--- config.mk ---
export PLATFORM = sky130hd
export DESIGN_NAME = w_stuff_nrzi
export DESIGN_NICKNAME = d
export VERILOG_FILES = /design/src/rtl/w_stuff_nrzi.sv
export SDC_FILE = /design/constraint.sdc
export NUM_CORES = 1
export LEC_CHECK = 0
export CORE_AREA = 3 3 40 42
export CTS_CLUSTER_SIZE = 28
export DETAILED_ROUTE_END_ITERATION = 16
export DIE_AREA = 0 0 43 45
export SLEW_MARGIN = 20
export SYNTH_ARGS = -nofsm -noshare
export SYNTH_HDL_FRONTEND = slang
export SYNTH_SLANG_ARGS = --single-unit
export TNS_END_PERCENT = 20
--- constraint.sdc ---
create_clock -name clk -period 0.9 [get_ports clk]
set_input_delay 0.27 -clock clk [delete_from_list [all_inputs] [get_ports clk]]
set_output_delay 0.27 -clock clk [all_outputs]
set_load 0.01 [all_outputs]
--- src/rtl/w_stuff_nrzi.sv ---
// NRZI encoder with USB-style bit stuffing: a 0 is inserted after six consecutive 1s.
// The line level register doubles as the registered serial output and idles at J (1).
module w_stuff_nrzi (
    input  logic       clk,
    input  logic       rst,
    input  logic       bit_in,
    input  logic       bit_in_valid,
    output logic       bit_in_ready,
    input  logic [1:0] p_type_in,
    output logic       bstr_out,
    output logic       bstr_out_ready,
    output logic [1:0] p_type_out
);

    typedef enum logic [1:0] {
        IDLE   = 2'b00,
        ACTIVE = 2'b01,
        STUFF  = 2'b10
    } state_t;

    state_t     state;
    state_t     state_nx;
    logic       lvl;
    logic       lvl_nx;
    logic [2:0] ones;
    logic [2:0] ones_nx;
    logic       out_rdy_nx;
    logic [1:0] ptype_nx;
    logic       data_lvl;
    logic [2:0] ones_acc;

    // Upstream is stalled only while the stuffed 0 occupies the line slot.
    assign bit_in_ready = (state != STUFF) && !rst;
    assign bstr_out     = lvl;

    assign data_lvl = bit_in ? lvl : ~lvl;
    assign ones_acc = bit_in ? (ones + 3'd1) : 3'd0;

    always_ff @(posedge clk) begin
        if (rst) begin
            state          <= IDLE;
            lvl            <= 1'b1;
            ones           <= 3'd0;
            bstr_out_ready <= 1'b0;
            p_type_out     <= 2'b00;
        end else begin
            state          <= state_nx;
            lvl            <= lvl_nx;
            ones           <= ones_nx;
            bstr_out_ready <= out_rdy_nx;
            p_type_out     <= ptype_nx;
        end
    end

    always_comb begin
        state_nx   = state;
        lvl_nx     = lvl;
        ones_nx    = ones;
        out_rdy_nx = 1'b0;
        ptype_nx   = p_type_out;
        case (state)
            IDLE: begin
                if (bit_in_valid) begin
                    ptype_nx   = p_type_in;
                    lvl_nx     = data_lvl;
                    ones_nx    = ones_acc;
                    out_rdy_nx = 1'b1;
                    state_nx   = ACTIVE;
                end else begin
                    lvl_nx  = 1'b1;
                    ones_nx = 3'd0;
                end
            end
            ACTIVE: begin
                if (bit_in_valid) begin
                    lvl_nx     = data_lvl;
                    ones_nx    = ones_acc;
                    out_rdy_nx = 1'b1;
                    state_nx   = (ones_acc == 3'd6) ? STUFF : ACTIVE;
                end else begin
                    // End of packet: line returns to J so the next packet starts clean.
                    lvl_nx   = 1'b1;
                    ones_nx  = 3'd0;
                    state_nx = IDLE;
                end
            end
            STUFF: begin
                lvl_nx     = ~lvl;
                ones_nx    = 3'd0;
                out_rdy_nx = 1'b1;
                state_nx   = ACTIVE;
            end
            default: begin
                lvl_nx   = 1'b1;
                ones_nx  = 3'd0;
                state_nx = IDLE;
            end
        endcase
    end

endmodule

Yosys cells after proc, flatten, opt, wreduce, memory -nomap -nowiden

Index checks and enable logic that the tools add are counted.

Add/subtract/negate cells: 1
Eq/ne operators: 6
Muxes and demuxes: 10
Bitwise logic cells: 3
Reduce and logical (&&, ||, !) cells: 6

Operators with widths:

| cell                                                             | number |
|---|---|
| 2-bit two-way mux                                                | 3 |
| 2-bit case mux with 3 select lines                               | 1 |
| 2-bit inequality test (second input constant)                    | 2 |
| 1-bit case mux with 2 select lines                               | 2 |
| 3-bit by 1-bit adder with 3-bit output (second input constant)   | 1 |
| 3-bit == test (second input constant)                            | 1 |
| 1-bit two-way mux                                                | 3 |
| 3-bit two-way mux                                                | 1 |
| 3-bit inequality test (second input constant)                    | 1 |
| 1-bit NOT                                                        | 3 |
| 3-bit OR reduction                                               | 1 |
| 2-bit by 1-bit == test with 1-bit output (second input constant) | 1 |
| 2-bit == test (second input constant)                            | 1 |
| 2-bit zero test                                                  | 1 |
| 2-bit AND reduction                                              | 1 |
| 2-bit OR reduction                                               | 1 |
| 1-bit logical AND                                                | 1 |
| 1-bit zero test                                                  | 1 |

Bits in registers: 9
Input bits: 6
Output and inout bits: 5
Logic and storage cells: 31

Longest topological paths before layout

Depth after elaboration: 6
Mapped depth: 3
Gate-level depth less buffers: 3

Least setup slack after synthesis

OpenSTA, ideal clock, no wires.

Kind: flip-flop to output port
Start point: reg state[0]
End point: out bit_in_ready
Data arrival time: 721 ps
Required time: 630 ps
Slack: -91 ps
Cell stages (with the launch flop): 3
Buffers on the path: 0
Cell sequence: dfxtp_1 > nand2b_1 > nor2b_1

Longest elaborated chain between the ends: 2

Ends and longest elaborated chain:

| element                  | RTL line | source |
|---|---|---|
| start: declaration       | 21       | `state_t state;` |
| start signal: assignment | 47       | `state <= state_nx;` |
| 2-bit inequality test    | 33       | `assign bit_in_ready = (state != STUFF) && !rst;` |
| 1-bit logical AND        | 33       |  |
| end: declaration         | 8        | `output logic bit_in_ready,` |

Every way passes these cells.

Final worst setup path

Same ends and word-level chain as after synthesis.

==> impl_metrics.json <==
{
  "synthSimpleGateAreaFrac_pct": 28.88,
  "synth-compound-area-share_pct": 10.47,
  "grt_use_total_pct": 8.438,
  "cp-startpoint": "state[0]$_SDFFE_PP0P_",
  "gr-total-overflow": 0,
  "hold_viol": 0,
  "cp.arrival_ps": 930,
  "ys_seq_area_share_pct": 51.99,
  "switchingPower_w": 0.0001895,
  "clk_latency_ps": 250,
  "min_period_ps": 1202,
  "die_area_mm2": 0.001935,
  "finalSetupTns_ps": -771.7,
  "tightest_slew_ps": 187.5,
  "route.detailed.drc": 0,
  "max-clock-path-buffers": 2,
  "cp.required_ps": 630,
  "critPathBufInv": 1,
  "setup_viol": 10,
  "vias_per_cell": 4.333,
  "hold_depth": 3,
  "critPathMaxFanout": 2,
  "drive_gt1_share_pct": 53.70,
  "synth_area_per_cell_um2": 10.50,
  "core_area_mm2": 0.001285,
  "clkPwrFrac_pct": 35.7,
  "powerDensity_mw_per_mm2": 1425,
  "die_h_um": 45,
  "finalNetCount": 62,
  "muxShareOfSynthArea_pct": 0,
  "timing.rr.start": "ones[0]$_SDFF_PP0_",
  "syn_inst": 33,
  "violations": "setup timing",
  "wirelength_um": 761,
  "syn-cell-area_um2": 346.6,
  "syn_to_final_growth_pct": 71.48,
  "initial_core_util_pct": 26.97,
  "hold_slack_ps": 486.6,
  "yosysTopAreaCell": "dfxtp_1",
  "combPwrFrac_pct": 14.3,
  "cp.depth": 3,
  "clock_skew_ps": 4.598,
  "rsz0062_at_grt": "yes",
  "synth_area_leaders": "dfxtp_1 52%, nor3b_2 7.2%, xnor2_1 5.1%, nand2_1 4.3%, nand2b_4 4.0%",
  "grt_util_met1_pct": 9.976,
  "dp.cells": 64,
  "end_kind": "output pin",
  "grt_pass1_wl_mm": 1.173,
  "p_seq_share_pct": 50.0,
  "finalMaxSlewViolations": 0,
  "rr_endpoint": "state[0]$_SDFFE_PP0P_",
  "antenna_found_initial": 0,
  "holdBufCountCts": 0,
  "layout_setup_ws_ps": -302.3,
  "grt_pass1_vias": 292,
  "cts-root-buf": "clkbuf_4",
  "whs_endpoint": "state[1]$_SDFFE_PP0P_",
  "first_pass_iters": 4,
  "synth_seq_cells": 9,
  "slowest_delay_ps": 320,
  "wl_per_cell_um": 11.03,
  "stdcell_area_um2": 594.3,
  "rrSetupSlack_ps": -80,
  "synth_top_area_share_pct": 51.99,
  "hpwl_um": 538.5,
  "holdCritPathClass": "input port to register",
  "cp_slowest_cell": "dfxtp_2",
  "antenna_cells": 0,
  "gp_congestion": 0.6956,
  "htreeDepth": 1,
  "clkSlewWorstSetupHoldPaths_ps": 60,
  "peakVddDrop_v": 0.0006281,
  "slew_headroom_pct": 87.39,
  "p_int_w": 0.0006575,
  "worstPathCellList": "nand2b_4, nor2b_4, buf_6",
  "clock_sinks": 9,
  "drtIter0Drc": 5,
  "cts_tree": "built",
  "synth.distinct_cells": 17,
  "crit_path_start_kind": "register",
  "syn-num-nets": 40,
  "p_leak_nw": 0.2467,
  "post-route-period-util_pct": 133.6,
  "grt_max_degree": 6,
  "synth-xor-area-share_pct": 5.054,
  "reg2regPathDepth": 3,
  "final_util_pct": 46.25,
  "synth_top_family_by_area": "simple AND/OR/NAND/NOR gates",
  "cts_buffers": 3,
  "hold_path_startpoint": "bit_in",
  "postRouteAntennaNets": 0,
  "port_buffers": 10,
  "die_w_um": 43,
  "met3_usage_pct": 2.390,
  "fmax_mhz": 831.7,
  "cp_top_family": "flip-flops",
  "rows": 13,
  "netSwitchingFraction_pct": 22.37,
  "ioPinCount": 11,
  "busiest_layer": "met2",
  "layout.cells.non_filler": 69,
  "vias": 299,
  "synth_fa_ha_area_share_pct": 3.610,
  "yosys_warnings": 0,
  "status": "complete, but fails checks",
  "grtUsageMet2_pct": 12.57,
  "placed_area_um2": 518.0,
  "max_cap_viol_count": 0,
  "worstSetupPathType": "register to output pin"
}
worst reg2reg max path, delay by kind of cell (launching register included):
| kind | cells | cell delay, ps |
|---|---|---|
| AO/OA/AOI/OAI | 1 | 180 |
| adder cells (fa/ha/maj) | 1 | 260 |
| flip-flops | 1 | 330 |
| AND/OR/NAND/NOR | 1 | 100 |
power by group through the flow:
stage                     registers, W  logic (W)  clock network [W]
after floorplan               0.000436  0.0000357                  0
after global placement        0.000428   0.000120                  0
after detailed placement      0.000428   0.000120                  0
after CTS                     0.000422   0.000118           0.000319
after global routing          0.000425   0.000131           0.000340
final                         0.000423   0.000121           0.000302
what timing repair did:
| item | in CTS | in global routing |
|---|---|---|
| pin swaps | 4 | 2 |
| endpoints found under the setup margin | 14 | 13 |
| endpoints found under the hold margin | 0 | 0 |
| setup buffers | 1 | 0 |
| gates resized for setup | 34 | 5 |
synth_stat cells:
cell      number
dfxtp_1        9
nand2_1        4
a21oi_1        2
nor2_1         2
nor3b_2        2
o21ai_1        2
xnor2_1        2
a21oi_2        1
and3_1         1
ha_1           1
nand2b_1       1
nand2b_4       1
nand3b_1       1
nand4_1        1
nor2b_1        1
nor4_1         1
o21a_1         1
layout by cell type, fill, tap and decap left out, drive strengths merged:
| cell | instances |
|---|---|
| buf | 12 |
| xnor2 | 2 |
| nor4 | 1 |
| o21ai | 2 |
| ha | 1 |
| nand4 | 1 |
| clkbuf | 4 |
| and3 | 1 |
| nand2 | 4 |
| nor3b | 2 |
| nand3b | 1 |
| nand2b | 2 |
| nor2b | 1 |
| a21oi | 3 |
| clkdlybuf4s50 | 2 |
| o21a | 1 |
| dlygate4sd2 | 3 |
| nor2 | 2 |
| dfxtp | 9 |
metrics by stage:
stage / setup slack, ps / total power [W]
after floorplan: -51.86 / 0.0004715
after global placement: -743.7 / 0.0005486
after detailed placement: -748.2 / 0.0005488
after CTS: -311.8 / 0.0008584
after global routing: -337.9 / 0.0008972
final: -302.3 / 0.0008471
how the worst max path moves through the flow:
stage / endpoint / slack (ps)
2_1_floorplan: state[0]$_SDFFE_PP0P_ / -50
3_3_place_gp: bit_in_ready / -740
3_5_place_dp: bit_in_ready / -750
4_1_cts: bit_in_ready / -310
5_1_grt: bit_in_ready / -340
6_report: bit_in_ready / -300
cell type report:
cell class,instances,area [µm²]
clock buffer,4,26.28
sequential,9,187.7
timing repair buffer,17,146.4
tap,15,18.77
fill,123,690.7
multi-input combinational,24,215.2
cell families after synthesis:
| family | Yosys count |
|---|---|
| adder cells (fa/ha/maj) | 1 |
| XOR/XNOR | 2 |
| AO/OA/AOI/OAI | 6 |
| AND/OR/NAND/NOR | 15 |
| flip-flops | 9 |
per-layer routing:
metal	share of wire (%)	vias up
met2	50	7
li1	-	157
met5	0	-
met3	4.2	2
met4	2.1	0
met1	44	133
flip-flops by register name (all words and copies together) (netlist names):
| register | flops |
|---|---|
| state | 2 |
| bstr_out_ready | 1 |
| ones | 3 |
| bstr_out | 1 |
| p_type_out | 2 |
Note: power is estimated with default switching activity, not from simulation.
